==> src/rtl/axi_pkg.sv <==
// Shared AXI definitions: per-channel payload widths for sizing buffers, plus a
// constant-foldable clog2 helper used for parameter arithmetic.
package axi_pkg;

  localparam int unsigned AXI_ID_W   = 4;
  localparam int unsigned AXI_ADDR_W = 32;
  localparam int unsigned AXI_DATA_W = 64;
  localparam int unsigned AXI_STRB_W = AXI_DATA_W / 8;

  // id + addr + len + size + burst + lock + cache + prot + qos
  localparam int unsigned AW_PAYLOAD_W = AXI_ID_W + AXI_ADDR_W + 8 + 3 + 2 + 1 + 4 + 3 + 4;
  localparam int unsigned AR_PAYLOAD_W = AW_PAYLOAD_W;
  localparam int unsigned W_PAYLOAD_W  = AXI_DATA_W + AXI_STRB_W + 1;
  localparam int unsigned R_PAYLOAD_W  = AXI_ID_W + AXI_DATA_W + 2 + 1;
  localparam int unsigned B_PAYLOAD_W  = AXI_ID_W + 2;

  function automatic int unsigned clog2(input int unsigned value);
    int unsigned result;
    result = 0;
    for (int i = 0; i < 32; i++) begin
      if ((32'd1 << i) < value) result = i + 1;
    end
    return result;
  endfunction

endpackage

==> src/rtl/fifo_mem.sv <==
// DEPTH x DATA_W storage: synchronous write, asynchronous read. Kept separate so
// a RAM macro with the same port shape can replace it.
module fifo_mem #(
  parameter int unsigned DATA_W = 8,
  parameter int unsigned DEPTH  = 16,
  parameter int unsigned ADDR_W = 4
) (
  input  logic              clk,
  input  logic              we_i,
  input  logic [ADDR_W-1:0] waddr_i,
  input  logic [DATA_W-1:0] wdata_i,
  input  logic [ADDR_W-1:0] raddr_i,
  output logic [DATA_W-1:0] rdata_o
);

  logic [DATA_W-1:0] mem_q [DEPTH];

  // NOTE: storage has no reset; the pointers alone define which entries are valid.
  always_ff @(posedge clk) begin
    if (we_i) mem_q[waddr_i] <= wdata_i;
  end

  assign rdata_o = mem_q[raddr_i];

endmodule

==> src/rtl/axi_sync_fifo.sv <==
// Single-clock first-word-fall-through FIFO for AXI channel payloads, with
// occupancy, almost-full/empty flags, synchronous flush and a high-water mark.
module axi_sync_fifo
  import axi_pkg::*;
#(
  parameter int unsigned DATA_W   = 101,
  parameter int unsigned DEPTH    = 16,
  parameter int unsigned AF_LEVEL = DEPTH - 2,
  parameter int unsigned AE_LEVEL = 2,
  localparam int unsigned ADDR_W  = clog2(DEPTH),
  localparam int unsigned CNT_W   = ADDR_W + 1
) (
  input  logic              clk,
  input  logic              rst_n,
  input  logic              i_flush,
  input  logic              s_valid,
  output logic              s_ready,
  input  logic [DATA_W-1:0] s_data,
  output logic              m_valid,
  input  logic              m_ready,
  output logic [DATA_W-1:0] m_data,
  output logic [CNT_W-1:0]  o_count,
  output logic              o_full,
  output logic              o_empty,
  output logic              o_almost_full,
  output logic              o_almost_empty,
  output logic [CNT_W-1:0]  o_hwm
);

  if ((DEPTH < 2) || ((DEPTH & (DEPTH - 1)) != 0)) begin : g_bad_depth
    $error("axi_sync_fifo: DEPTH must be a power of 2 and at least 2");
  end
  if (AF_LEVEL > DEPTH) begin : g_bad_af
    $error("axi_sync_fifo: AF_LEVEL must not exceed DEPTH");
  end

  // Pointers carry one extra wrap bit so all DEPTH entries are usable.
  typedef logic [ADDR_W:0] ptr_t;
  localparam ptr_t             PTR_ONE = ptr_t'(1);
  localparam logic [CNT_W-1:0] AF_LVL  = CNT_W'(AF_LEVEL);
  localparam logic [CNT_W-1:0] AE_LVL  = CNT_W'(AE_LEVEL);

  ptr_t             wr_ptr_q, wr_ptr_d;
  ptr_t             rd_ptr_q, rd_ptr_d;
  logic [CNT_W-1:0] hwm_q, hwm_d;
  logic [CNT_W-1:0] cnt_next;
  logic             full, empty, push, pop;

  assign full  = (wr_ptr_q[ADDR_W-1:0] == rd_ptr_q[ADDR_W-1:0]) &&
                 (wr_ptr_q[ADDR_W] != rd_ptr_q[ADDR_W]);
  assign empty = (wr_ptr_q == rd_ptr_q);

  // Ready/valid come only from registered pointers, never from s_valid/m_ready.
  assign s_ready = !full;
  assign m_valid = !empty;
  assign push    = s_valid && s_ready;
  assign pop     = m_valid && m_ready;

  // NOTE: every always_comb output gets a default first, so no path can infer a latch.
  always_comb begin
    wr_ptr_d = wr_ptr_q;
    rd_ptr_d = rd_ptr_q;
    hwm_d    = hwm_q;
    cnt_next = '0;
    if (i_flush) begin
      wr_ptr_d = '0;
      rd_ptr_d = '0;
      hwm_d    = '0;
    end else begin
      if (push) wr_ptr_d = wr_ptr_q + PTR_ONE;
      if (pop)  rd_ptr_d = rd_ptr_q + PTR_ONE;
      cnt_next = wr_ptr_d - rd_ptr_d;
      if (cnt_next > hwm_q) hwm_d = cnt_next;
    end
  end

  // NOTE: sequential state uses non-blocking assignments so all registers update together.
  always_ff @(posedge clk or negedge rst_n) begin
    if (!rst_n) begin
      wr_ptr_q <= '0;
      rd_ptr_q <= '0;
      hwm_q    <= '0;
    end else begin
      wr_ptr_q <= wr_ptr_d;
      rd_ptr_q <= rd_ptr_d;
      hwm_q    <= hwm_d;
    end
  end

  fifo_mem #(
    .DATA_W (DATA_W),
    .DEPTH  (DEPTH),
    .ADDR_W (ADDR_W)
  ) u_mem (
    .clk     (clk),
    .we_i    (push && !i_flush),
    .waddr_i (wr_ptr_q[ADDR_W-1:0]),
    .wdata_i (s_data),
    .raddr_i (rd_ptr_q[ADDR_W-1:0]),
    .rdata_o (m_data)
  );

  assign o_count        = wr_ptr_q - rd_ptr_q;
  assign o_full         = full;
  assign o_empty        = empty;
  assign o_almost_full  = (o_count >= AF_LVL);
  assign o_almost_empty = (o_count <= AE_LVL);
  assign o_hwm          = hwm_q;

endmodule

==> config.mk <==
export PLATFORM = sky130hd
export DESIGN_NAME = axi_sync_fifo
export DESIGN_NICKNAME = d
export VERILOG_FILES = /design/src/rtl/axi_pkg.sv /design/src/rtl/fifo_mem.sv /design/src/rtl/axi_sync_fifo.sv
export SDC_FILE = /design/constraint.sdc
export NUM_CORES = 1
export LEC_CHECK = 0
export CORE_ASPECT_RATIO = 1.2
export CORE_MARGIN = 2
export CORE_UTILIZATION = 60
export CTS_CLUSTER_SIZE = 10
export DETAILED_ROUTE_END_ITERATION = 7
export DONT_BUFFER_PORTS = 1
export PLACE_DENSITY = 0.76
export RECOVER_POWER = 100
export SYNTH_ARGS = -nofsm -noshare
export SYNTH_HDL_FRONTEND = slang
export SYNTH_HIERARCHICAL = 1
export SYNTH_SLANG_ARGS = --single-unit
export TNS_END_PERCENT = 30
==> constraint.sdc <==
create_clock -name clk -period 12.4 [get_ports clk]
set_input_delay 3.72 -clock clk [delete_from_list [all_inputs] [get_ports clk]]
set_output_delay 3.72 -clock clk [all_outputs]
set_load 0.005 [all_outputs]
==> metrics.md <==
| Metric | Value |
|---|---|
| TritonCTS clock tree | `done` |
| Most area-hungry cell type in the Yosys netlist | `edfxtp_1` |
| Ys flop type | `edfxtp_1` |
| Hold Path Depth | `1` |
| Post-Route WL | `138000 um` |
| Hpwl dp | `65100 um` |
| Sequential cell area fraction in the yosys report | `0.794` |
| Die Y | `355 um` |
| Final Setup Violations | `0` |
| #FFs+latches synth | `1631` |
| Top cells by count, synth | `1616 x edfxtp_1, 404 x mux4_2, 202 x a22oi_1` |
| Mapped Avg Cell Area | `23.6 um2` |
| Max-cap viol count | `42` |
| Most Crowded Layer GR | `met2` |
| Synth area leaders | `edfxtp_1 79%, mux4_2 15%, a22oi_1 2.5%` |
| Share of the synthesized area in the top cell type | `0.788` |
| Cts bufs inserted | `181` |
| Reg2Reg Setup Slack | `2.85 ns` |
| Static Leak | `20.6 nW` |
| Layout area overhead | `10.1%` |
| Post-Synthesis Cell Area | `61600 um2` |
| Met3 Use GR | `0.0597` |
| GRT overflow | `0` |
| Startpoint Class | `input port` |
| Final Cycle Share | `0.772` |
| Critical path capture point type | `register` |
| Wire length per cell after detailed routing | `33.7 um` |
| Latest clock arrival within the worst-skew pair | `0.77 ns` |
| Aggregate global-route resource usage | `0.269` |
| Die X | `297 um` |
| First-pass GRT wire length | `201000 um` |
| Cts hold-fix bufs | `0` |
| Layout cells sized above 1 | `0.230` |
| Clock-pin slew on the worst setup and hold paths | `0.06 ns` |
| Effective utilization at floorplan | `0.606` |
| Data required time of the critical path | `12.70 ns` |
| EDFF count, synth | `1616` |
| Multi-input combinational cell area | `11900 um2` |
| RSZ-0062 raised after global routing | `false` |
| Violated checks | `capacitance limit, slew limit` |
| DR vias/cell | `6.86` |
| Max FO, Critical Path | `45` |
| Status | `finished with violations` |
| Met2 GRT Util | `0.462` |
| First DRT Iteration DRCs | `2934` |
| Final net count | `2828` |
| Cell with the most instances after synthesis | `edfxtp_1` |
| Vias in the first global route | `29700` |
| H-Tree Level Count | `4` |
| Cell row count | `128` |
| Setup crit end | `u_mem/mem_q[0][71]$_DFFE_PP_` |
| FF-to-FF path depth | `9` |
| Port-buffer cells | `0` |
| Placer Congestion | `0.771` |
| Worst Max-Slew Pin Slew | `4.39 ns` |
| TritonCTS Sinks | `1631` |
| CP Class | `in2reg` |
| Largest net degree at the start of global routing | `157` |
| # IOs | `223` |
| FF-to-FF Start | `rd_ptr_q[0]$_DFF_PN0_` |
| Final hold vios | `0` |
| Drt first pass iters | `7` |
| Max IR drop VDD | `224 uV` |
| Clock buffer depth | `3` |
| Met1 usage | `0.346` |
| Yosys warnings | `6` |
| R2R Path End | `u_mem/mem_q[0][71]$_DFFE_PP_` |
| # resized after CTS | `0` |
| Syn Inst Count | `2606` |
| Asr flop ratio synth | `0.00920` |
| CP Data Arrival Time | `9.88 ns` |
| Setup TNS Final | `0 ns` |
| Clk_skew | `0.0285 ns` |
| Post-CTS Setup Bufs | `0` |
| Ant. Diodes | `0` |
| Die footprint | `105000 um2` |
| Drt drc | `0` |
| Core outline area | `102000 um2` |
| Post-layout min period | `9.58 ns` |
| Pwr Density | `177 nW/um2` |
| Root buffer cell | `clkbuf_16` |
| Slew Limit Fails | `1516` |
| Count of cell types in the netlist | `38` |
| Routed vias | `28100` |
| Routed Antenna Nets | `0` |
| Initial antenna violation count | `0` |
| Hold_ws | `0.568 ns` |
| Rel. slew slack | `-1.93` |
| Filler cell count | `6112` |
| Storage element area | `48900 um2` |
| Peak Freq | `0.104 GHz` |
| Hold Crit Class | `reg2reg` |
| Setup crit start | `s_valid` |
| Post-synth net total | `2729` |
## report_power, final
group	switching, mW	internal (mW)	total, mW
Sequential	0.0433	6.12	6.16
Combinational	0.575	0.622	1.20
Clock	1.97	2.65	4.62
Total	2.59	9.39	12.0
## cell families (layout without fill, tap and decap cells)
family,after synthesis,count (layout),synth area share
buf+inv,152,284,0.0139
mux,406,406,0.148
simple gates,161,161,0.0109
compound gates,223,223,0.0271
xor+xnor,16,16,0.00262
fa+ha+maj,17,17,0.00370
flops,1631,1631,0.794
## worst min-delay path by stage
stage,start,end,slack (ns)
2_1_floorplan,o_hwm[1]$_DFFE_PN0P_,o_hwm[1]$_DFFE_PN0P_,0.52
3_3_place_gp,o_hwm[4]$_DFFE_PN0P_,o_hwm[4]$_DFFE_PN0P_,0.55
3_5_place_dp,o_hwm[4]$_DFFE_PN0P_,o_hwm[4]$_DFFE_PN0P_,0.56
4_1_cts,o_hwm[4]$_DFFE_PN0P_,o_hwm[4]$_DFFE_PN0P_,0.57
5_1_grt,o_hwm[4]$_DFFE_PN0P_,o_hwm[4]$_DFFE_PN0P_,0.58
6_report,o_hwm[4]$_DFFE_PN0P_,o_hwm[4]$_DFFE_PN0P_,0.57
## metal layers
layer  wire (um)  vias to the layer above  share of wire
met4        3640                        0          0.026
met2       73300                     1489           0.53
met1       48500                    15100           0.35
li1            -                    11300              -
met5           0                        -              0
met3       12800                      248          0.093
## per-stage QoR
| step | power, mW | instance area, um2 | utilization | setup slack [ns] | instances |
|---|---|---|---|---|---|
| 2_1_floorplan | 7.29 | 61600 | - | 0.364 | 2606 |
| 3_3_place_gp | 7.44 | 63100 | 0.621 | 5.20 | 3887 |
| 3_5_place_dp | 7.48 | 63100 | 0.621 | 5.09 | 3887 |
| 4_1_cts | 12.1 | 68100 | 0.669 | 4.23 | 4103 |
| 5_1_grt | 12.3 | 67800 | 0.667 | 2.17 | 4103 |
| 6_report | 12.0 | 67800 | 0.667 | 2.82 | 4103 |
## worst max-delay path, stage by stage
cell and delay (ns):
nand2_1 0.09, nor2_1 0.25, or3b_1 0.45, nor3_1 0.22, clkbuf_1 2.94, clkbuf_1 2.17
## layout by cell type (no fill, tap or decap), types with 4 or more instances in the layout
cell type  count
a21o_1         4
xor2_1         5
nor2_1        23
a22oi_1      202
inv_1         17
nor3_1         4
clkinv_8       5
clkbuf_16    185
ha_1          15
buf_4         11
nand2_1      106
xnor2_1        9
nor2b_1        5
clkbuf_1      50
mux4_2       404
edfxtp_1    1616
a21oi_1        7
a22o_1         5
dfrtp_1       14
nand2b_1       4
buf_12         6
nand3_1        4
## layout make-up
class	count	area share
clock buffer	203	0.0693
multi-input combinational	823	0.175
inverter	17	0.000941
timing repair buffer	51	0.00491
tap	1365	0.0252
clock inverter	13	0.00338
sequential	1631	0.721
## state kept, by name (all words and copies together) (netlist names)
register     cells
u_mem/mem_q   1616
o_hwm            5
rd_ptr_q         5
wr_ptr_q         5
Power figures use the tool's default switching activity.
